### config.mk
export PLATFORM = sky130hd
export DESIGN_NAME = branch_predict
export DESIGN_NICKNAME = d
export VERILOG_FILES = /design/src/rtl/branch_predict.sv
export SDC_FILE = /design/constraint.sdc
export NUM_CORES = 2
export LEC_CHECK = 0
export ABC_CLOCK_PERIOD_IN_PS = 45000
export BUFFER_PORTS_ARGS = -buffer_cell sky130_fd_sc_hd__buf_2
export CAP_MARGIN = 20
export CORE_MARGIN = 8
export CORE_UTILIZATION = 45
export CTS_CLUSTER_DIAMETER = 80
export DETAILED_ROUTE_END_ITERATION = 10
export GPL_TIMING_DRIVEN = 1
export SYNTH_ARGS = -nofsm -noshare
export SYNTH_HDL_FRONTEND = slang
export SYNTH_SLANG_ARGS = --single-unit
### constraint.sdc
create_clock -name clk -period 45 [get_ports clk]
set_input_delay 4.5 -clock clk [delete_from_list [all_inputs] [get_ports clk]]
set_output_delay 4.5 -clock clk [all_outputs]
set_load 0.005 [all_outputs]
### src/rtl/branch_predict.sv
// Direct-mapped branch target buffer with 2-bit saturating direction counters.
// Lookup is combinational from fetchPC; every output is registered, giving one cycle of latency.
module branch_predict #(
    parameter int ENTRIES = 16
) (
    input  logic        clk,
    input  logic        reset,
    input  logic        fetchValid,
    input  logic [0:31] fetchPC,
    input  logic        updateValid,
    input  logic [0:65] PCpipe,
    output logic        predictValid,
    output logic        predictTaken,
    output logic [0:31] predictPC,
    output logic [0:15] mispredictCount
);

    localparam int IDX_W = $clog2(ENTRIES);
    localparam int TAG_W = 30 - IDX_W;

    function automatic logic [1:0] ctr_inc(input logic [1:0] c);
        return (c == 2'd3) ? c : c + 2'd1;
    endfunction

    function automatic logic [1:0] ctr_dec(input logic [1:0] c);
        return (c == 2'd0) ? c : c - 2'd1;
    endfunction

    function automatic logic [15:0] cnt_sat_inc(input logic [15:0] c);
        return (c == 16'hFFFF) ? c : c + 16'd1;
    endfunction

    logic             r_valid  [ENTRIES];
    logic [TAG_W-1:0] r_tag    [ENTRIES];
    logic [31:0]      r_target [ENTRIES];
    logic [1:0]       r_ctr    [ENTRIES];

    logic             r_pred_vld_p1;
    logic             r_pred_taken_p1;
    logic [31:0]      r_pred_pc_p1;
    logic [15:0]      r_mis_cnt;

    // Internal copies use descending numbering: port bit 0 (MSB) becomes bit 31.
    logic [31:0]      w_fetch_pc;
    logic [IDX_W-1:0] w_f_idx;
    logic [TAG_W-1:0] w_f_tag;
    logic             w_f_hit;
    logic             w_f_taken;
    logic [31:0]      w_f_seq;

    logic [31:0]      w_u_next;
    logic             w_u_taken;
    logic [31:0]      w_u_pc;
    logic             w_u_mis;
    logic [IDX_W-1:0] w_u_idx;
    logic [TAG_W-1:0] w_u_tag;
    logic             w_u_hit;
    logic [1:0]       w_unused_pc_lsbs;

    assign w_fetch_pc = fetchPC;
    assign w_f_idx    = w_fetch_pc[2 +: IDX_W];
    assign w_f_tag    = w_fetch_pc[31 -: TAG_W];
    assign w_f_hit    = r_valid[w_f_idx] && (r_tag[w_f_idx] == w_f_tag);
    assign w_f_taken  = w_f_hit && r_ctr[w_f_idx][1];
    assign w_f_seq    = (w_fetch_pc + 32'd8) & ~32'd7;

    assign w_u_next         = PCpipe[0:31];
    assign w_u_taken        = PCpipe[32];
    assign w_u_pc           = PCpipe[33:64];
    assign w_u_mis          = PCpipe[65];
    assign w_u_idx          = w_u_pc[2 +: IDX_W];
    assign w_u_tag          = w_u_pc[31 -: TAG_W];
    assign w_u_hit          = r_valid[w_u_idx] && (r_tag[w_u_idx] == w_u_tag);
    assign w_unused_pc_lsbs = w_u_pc[1:0];

    // Table write: lookup above sees the pre-update contents in the same cycle.
    always_ff @(posedge clk or posedge reset) begin
        if (reset) begin
            for (int i = 0; i < ENTRIES; i++) begin
                r_valid[i]  <= 1'b0;
                r_tag[i]    <= '0;
                r_target[i] <= '0;
                r_ctr[i]    <= 2'd1;
            end
        end else if (updateValid) begin
            if (w_u_hit) begin
                if (w_u_taken) begin
                    r_ctr[w_u_idx]    <= ctr_inc(r_ctr[w_u_idx]);
                    r_target[w_u_idx] <= w_u_next;
                end else begin
                    r_ctr[w_u_idx]    <= ctr_dec(r_ctr[w_u_idx]);
                end
            end else if (w_u_taken) begin
                r_valid[w_u_idx]  <= 1'b1;
                r_tag[w_u_idx]    <= w_u_tag;
                r_target[w_u_idx] <= w_u_next;
                r_ctr[w_u_idx]    <= 2'd2;
            end
        end
    end

    // Stage p1: registered prediction
    always_ff @(posedge clk or posedge reset) begin
        if (reset) begin
            r_pred_vld_p1   <= 1'b0;
            r_pred_taken_p1 <= 1'b0;
            r_pred_pc_p1    <= '0;
        end else if (fetchValid) begin
            r_pred_vld_p1   <= 1'b1;
            r_pred_taken_p1 <= w_f_taken;
            r_pred_pc_p1    <= w_f_taken ? r_target[w_f_idx] : w_f_seq;
        end else begin
            r_pred_vld_p1   <= 1'b0;
            r_pred_taken_p1 <= 1'b0;
            r_pred_pc_p1    <= '0;
        end
    end

    always_ff @(posedge clk or posedge reset) begin
        if (reset) begin
            r_mis_cnt <= '0;
        end else if (updateValid && w_u_mis) begin
            r_mis_cnt <= cnt_sat_inc(r_mis_cnt);
        end
    end

    assign predictValid    = r_pred_vld_p1;
    assign predictTaken    = r_pred_taken_p1;
    assign predictPC       = r_pred_pc_p1;
    assign mispredictCount = r_mis_cnt;

endmodule

**Yosys cells after proc, flatten, opt, wreduce, memory -nomap -nowiden**

Cells that the tools add are included.

- Register bits: 1026
- Input port bits: 102
- Output and inout port bits: 50

- $add $sub $neg: 4
- Order comparisons: 3
- Eq/ne operators: 4
- Muxes and demuxes: 42
- Bitwise gates (word level): 8
- Reduce and logical (&&, ||, !) cells: 11

Operator list:

| cell | number |
|---|---|
| bitwise mux 512 bit | 1 |
| bitwise mux 416 bit | 1 |
| 2-to-1 mux 32 bit | 8 |
| binary-select mux 26 bit (select 4 bit) | 2 |
| 2-to-1 mux 26 bit | 5 |
| binary-select mux 32 bit (select 4 bit) | 1 |
| demux 32 bit (select 4 bit) | 1 |
| demux 26 bit (select 4 bit) | 1 |
| bitwise mux 32 bit | 2 |
| equality test 26 bit | 2 |
| adder 32 x 4 -> 32 bit (second input constant) | 1 |
| bitwise OR 16 bit | 2 |
| adder 16 x 1 -> 16 bit (second input constant) | 1 |
| AND 16 bit | 1 |
| binary-select mux 2 bit (select 4 bit) | 2 |
| equality test 16 bit (second input constant) | 1 |
| NOT 16 bit | 1 |
| 2-to-1 mux 2 bit | 7 |
| >= comparator 5 bit (second input constant) | 2 |
| NOT 4 -> 5 bit | 2 |
| binary-select mux 1 bit (select 4 bit) | 2 |
| demux 2 bit (select 4 bit) | 1 |
| 2-to-1 mux 1 bit | 7 |
| AND reduction 2 bit | 3 |
| 10 further kinds | 15 |

**Longest topological paths before layout**

- Depth in word-level cells: 9
- Depth in mapped cells: 16
- Gate-level depth less buffers: 9

**Least setup slack after synthesis**

No wires, ideal clock.

- Kind: input to register
- Start point: input PCpipe[61] in the netlist's numbering
- End point: register r_tag[295] in the netlist's numbering
- Setup time: 0.125 ns
- Data arrival time: 7.748 ns
- Required time: 44.875 ns
- Slack: 37.127 ns
- Cell stages on the path: 14
- Cell sequence: buf_2 -> buf_4 -> buf_4 -> buf_1 -> mux4_2 -> xor2_1 -> o41ai_1 -> o2111ai_1 -> nor4_1 -> nand4_1 -> buf_2 -> nand3_1 -> buf_4 -> mux2_2

- Cells in the longest elaborated chain, start to end: 8
- Elaborated cells on any way between the ends: 17
- Classes of those cells: 2 x order compare; 1 x eq/ne; 9 x mux; 2 x bitwise; 3 x reduce/logical

RTL lines:

| item | line | text |
|---|---|---|
| start, declared | 11 | `input logic [0:65] PCpipe,` |
| NOT 4 -> 5 bit (not written as such) * | 73, 95 |  |
| binary-select mux 26 bit (select 4 bit) | 73 | `assign w_u_hit = r_valid[w_u_idx] && (r_tag[w_u_idx] == w_u_tag);` |
| 2-to-1 mux 26 bit (not written as such) (2 in series) | 73 |  |
| equality test 26 bit | 73 |  |
| logical AND 1 bit | 73 |  |
| NOT 1 bit (no source line) | - |  |
| AND reduction 3 bit (no source line) | - |  |
| end signal, assigned by index | 95 | `r_tag[w_u_idx] <= w_u_tag;` |
| end, declared | 34 | `logic [TAG_W-1:0] r_tag [ENTRIES];` |

Every way passes the cells marked *; elsewhere a longest branch is shown, timed or not. The select of a mux whose other input is x is not followed.
A chain may end at the register's enable or synchronous reset.

**Worst setup path in the final report**

- Start point: input fetchPC[29] in the netlist's numbering
- End point: register r_pred_pc_p1[10], in the netlist predictPC[21]

- Cells in the longest elaborated chain, start to end: 9
- Elaborated cells on any way between the ends: 19
- Classes of those cells: 1 x add/sub; 1 x eq/ne; 14 x mux; 1 x bitwise; 2 x reduce/logical

RTL lines:

| item | line | text |
|---|---|---|
| start, declared | 9 | `input logic [0:31] fetchPC,` |
| NOT 4 -> 5 bit (not written as such) | 63, 64, 111 |  |
| binary-select mux 26 bit (select 4 bit) | 63 | `assign w_f_hit = r_valid[w_f_idx] && (r_tag[w_f_idx] == w_f_tag);` |
| 2-to-1 mux 26 bit (not written as such) (2 in series) | 63 |  |
| equality test 26 bit | 63 |  |
| logical AND 1 bit | 63 |  |
| logical AND 1 bit | 64 | `assign w_f_taken = w_f_hit && r_ctr[w_f_idx][1];` |
| 2-to-1 mux 32 bit * | 111 | `r_pred_pc_p1 <= w_f_taken ? r_target[w_f_idx] : w_f_seq;` |
| 2-to-1 mux 32 bit * | 108 | `end else if (fetchValid) begin` |
| end signal, assigned | 111 |  |
| end, declared | 40 | `logic [31:0] r_pred_pc_p1;` |

Marked as above.

==> results.py <==
metrics = {
    "outcome": {
        "status": "completed",
    },
    "cells_and_area": {
        "regArea_mm2": 0.02569,
        "multiInputGateArea_mm2": 0.02386,
        "synthToLayoutAreaGrowth_pct": 11.60,
        "fill_cells": 9366,
        "nNetsFinal": 3494,
        "final_layout_size_suffix_gt1_share_pct": 50.46,
    },
    "worst_setup_path": {
        "path_max_fanout": 83,
        "arrival_ns": 11.24,
        "worstSetupPathType": "input port to register",
        "critPathCaptureType": "register",
        "required_ns": 45.59,
        "cp-start-kind": "input port",
    },
    "place": {
        "io_buffers": 147,
        "dp_hpwl_mm": 91.84,
        "gp_congestion": 0.8480,
    },
    "sta": {
        "finClkSkew_ns": 0.03643,
        "hold_viol_final": 0,
        "tns_ns": 0,
        "fmax_mhz": 93.90,
        "rsz0062_at_grt": "false",
        "holdWs_ns": 0.4644,
        "tightest_slew_ns": 1.163,
        "finalSetupViolations": 0,
        "final.period_utilization_pct": 23.66,
        "report.final.slew_viol_count": 0,
        "slew_headroom_pct": 22.37,
        "min_period_ns": 10.65,
    },
    "floorplan": {
        "std_cell_rows": 123,
        "die_width_um": 352.2,
        "ioPinCount": 152,
        "core_mm2": 0.1123,
        "die_y_um": 352.2,
        "die_area_mm2": 0.1240,
        "initial_utilization_pct": 45.26,
    },
    "clocking": {
        "cts-buffers-inserted": 111,
        "post_cts_buffers": 0,
        "clk_latency_ns": 0.72,
        "h-tree-depth": 3,
        "cts.path.max_buffers": 3,
        "holdBufCountCts": 0,
        "cts_resized": 0,
        "clk_pin_slew_ns": 0.07,
        "cts_tree": "done",
        "clock_sinks": 1026,
        "clockRootBuffer": "clkbuf_16",
    },
    "yosys": {
        "seq_area_frac_synth_pct": 50.53,
        "yosysTopAreaCell": "dfrtp_1",
        "synth-compound-area-share_pct": 2.187,
        "synth_fa_ha_area_share_pct": 0.08858,
        "synthTopCellsByArea": "dfrtp_1, mux2_2, mux4_2",
        "avgSynthCellArea_um2": 15.14,
        "synth_edf_count": 0,
        "yosysWarnings": 0,
        "ys.flop_type": "dfrtp_1",
        "netlist.area_leader.share_pct": 49.70,
        "ys_ff_latch": 1026,
        "synthCells": 3359,
        "synth_fp_nets": 3463,
        "ys_async_sr_fraction_pct": 100.0,
        "synth_simple_gate_area_share_pct": 2.995,
        "syn-cell-area_mm2": 0.05085,
        "ys_top_cells_by_count": "dfrtp_1, mux2_2, mux4_2, clkbuf_1, mux2i_1",
        "synth.most_common_cell": "dfrtp_1",
        "synth_cell_types": 58,
        "synthMuxAreaShare_pct": 39.61,
        "synth_top_family_by_area": "multiplexers",
        "synth_xor_area_share_pct": 1.757,
    },
    "worst_hold_path": {
        "hold_path.class": "register to register",
    },
    "drt": {
        "route.detailed.drc": 0,
        "vias": 30949,
        "drt_iter0_markers": 2449,
        "antenna_left": 0,
        "wire_per_inst_um": 30.48,
        "first_pass_iters": 7,
        "wl_mm": 152.1,
        "vias_per_cell": 6.202,
    },
    "global_route": {
        "grt_overflow": 0,
        "grt_antenna_before_repair": 24,
        "first_global_vias": 33516,
        "grt_pass1_wl_mm": 226.7,
        "grt_use_total_pct": 24.13,
        "grt_max_degree": 191,
    },
    "power": {
        "p_per_area_mw_per_mm2": 46.32,
        "leakagePower_nw": 24.83,
        "peakVddDrop_mv": 0.02979,
    },
    "job": {
        "max_cap_violations": 0,
    },
}
## cells by family after synthesis
group / Yosys count
muxes: 1443
DFF: 1026
buffers and inverters: 329
and+or+nand+nor: 304
AOI/OAI and AO/OA: 151
xor gates and xnor gates: 102
adders and majority gates: 4
## cell type report
cell class,instances,area share [%]
sequential,1026,45.28
multi-input combinational,2004,42.04
clock buffer,161,5.772
tap,1500,3.307
timing repair buffer,219,2.496
clock inverter,42,0.8643
inverter,28,0.1984
antenna,10,0.04409
## registers in the layout, indices dropped and copies added, names as in the netlist
register and cells:
predictValid 1, predictPC 32, predictTaken 1, r_target 512, mispredictCount 16, r_tag 416
r_valid 16, r_ctr 32
## stage by stage
stage	cell area (µm²)	std cells	power (W)	utilization (%)	worst slack, ns
6_report	56750	4990	0.002629	50.51	34.35
4_1_cts	56640	4976	0.002647	50.41	34.18
5_1_grt	56730	4983	0.002740	50.50	33.79
2_1_floorplan	50850	3359	0.001562	-	11.65
3_3_place_gp	52830	4771	0.001669	47.03	33.49
3_5_place_dp	52870	4773	0.001706	47.06	33.44
## critical path, cell delays in order
cell and delay, ns:
buf_8 0.65, buf_4 0.84, buf_4 0.88, buf_4 0.81
mux4_2 0.59, mux2i_1 0.19, mux2i_1 0.27, xnor2_1 0.30
nand2_1 0.08, or4_1 0.57, nor4_4 0.50, buf_4 0.44
mux2i_1 0.39, nor2b_1 0.09
## layout by cell type (no fill, tap or decap), drive strengths merged, types with 14 or more instances in the layout
| master | instances |
|---|---|
| xor2 | 38 |
| dfstp | 16 |
| inv | 31 |
| clkbuf | 161 |
| xnor2 | 64 |
| nand3 | 33 |
| mux2 | 944 |
| nor2b | 44 |
| mux4 | 359 |
| nor2 | 60 |
| nand2b | 24 |
| a22oi | 34 |
| buf | 219 |
| nand2 | 82 |
| nand4 | 16 |
| mux2i | 140 |
| a21boi | 14 |
| o21ai | 16 |
| dfrtp | 1010 |
| clkinv | 26 |
## path summary, 6_finish.rpt
check / from / slack [ns] / cells after the start / to
worst max-delay path: fetchPC[29] / 34.35 / 14 / predictPC[21]
worst min register to register: r_ctr[24] / 0.46 / 2 / r_ctr[24]
worst min-delay path: r_ctr[24] / 0.46 / 2 / r_ctr[24]
min in group asynchronous: reset / 4.03 / 2 / r_tag[400]
worst max register to register: r_tag[139] / 39.92 / 11 / r_tag[156]
max in group asynchronous: reset / 37.43 / 6 / predictPC[2]
## power breakdown
| part | internal [W] | switching (W) | leakage, nW |
|---|---|---|---|
| combinational | 0.000282 | 0.000201 | 9.93 |
| sequential | 0.00110 | 0.000112 | 13.0 |
| clock | 0.000550 | 0.000385 | 1.86 |
| total | 0.00193 | 0.000697 | 24.8 |
## per-layer routing
metal | vias to the layer above | routed length (µm) | global-route usage (%)
met5 | - | 68 | 0
met4 | 10 | 5253 | 8.392
met3 | 303 | 10640 | 5.415
met2 | 1077 | 72860 | 38.89
met1 | 16875 | 63290 | 32.27
li1 | 12684 | - | -
Power figures use the tool's default switching activity.
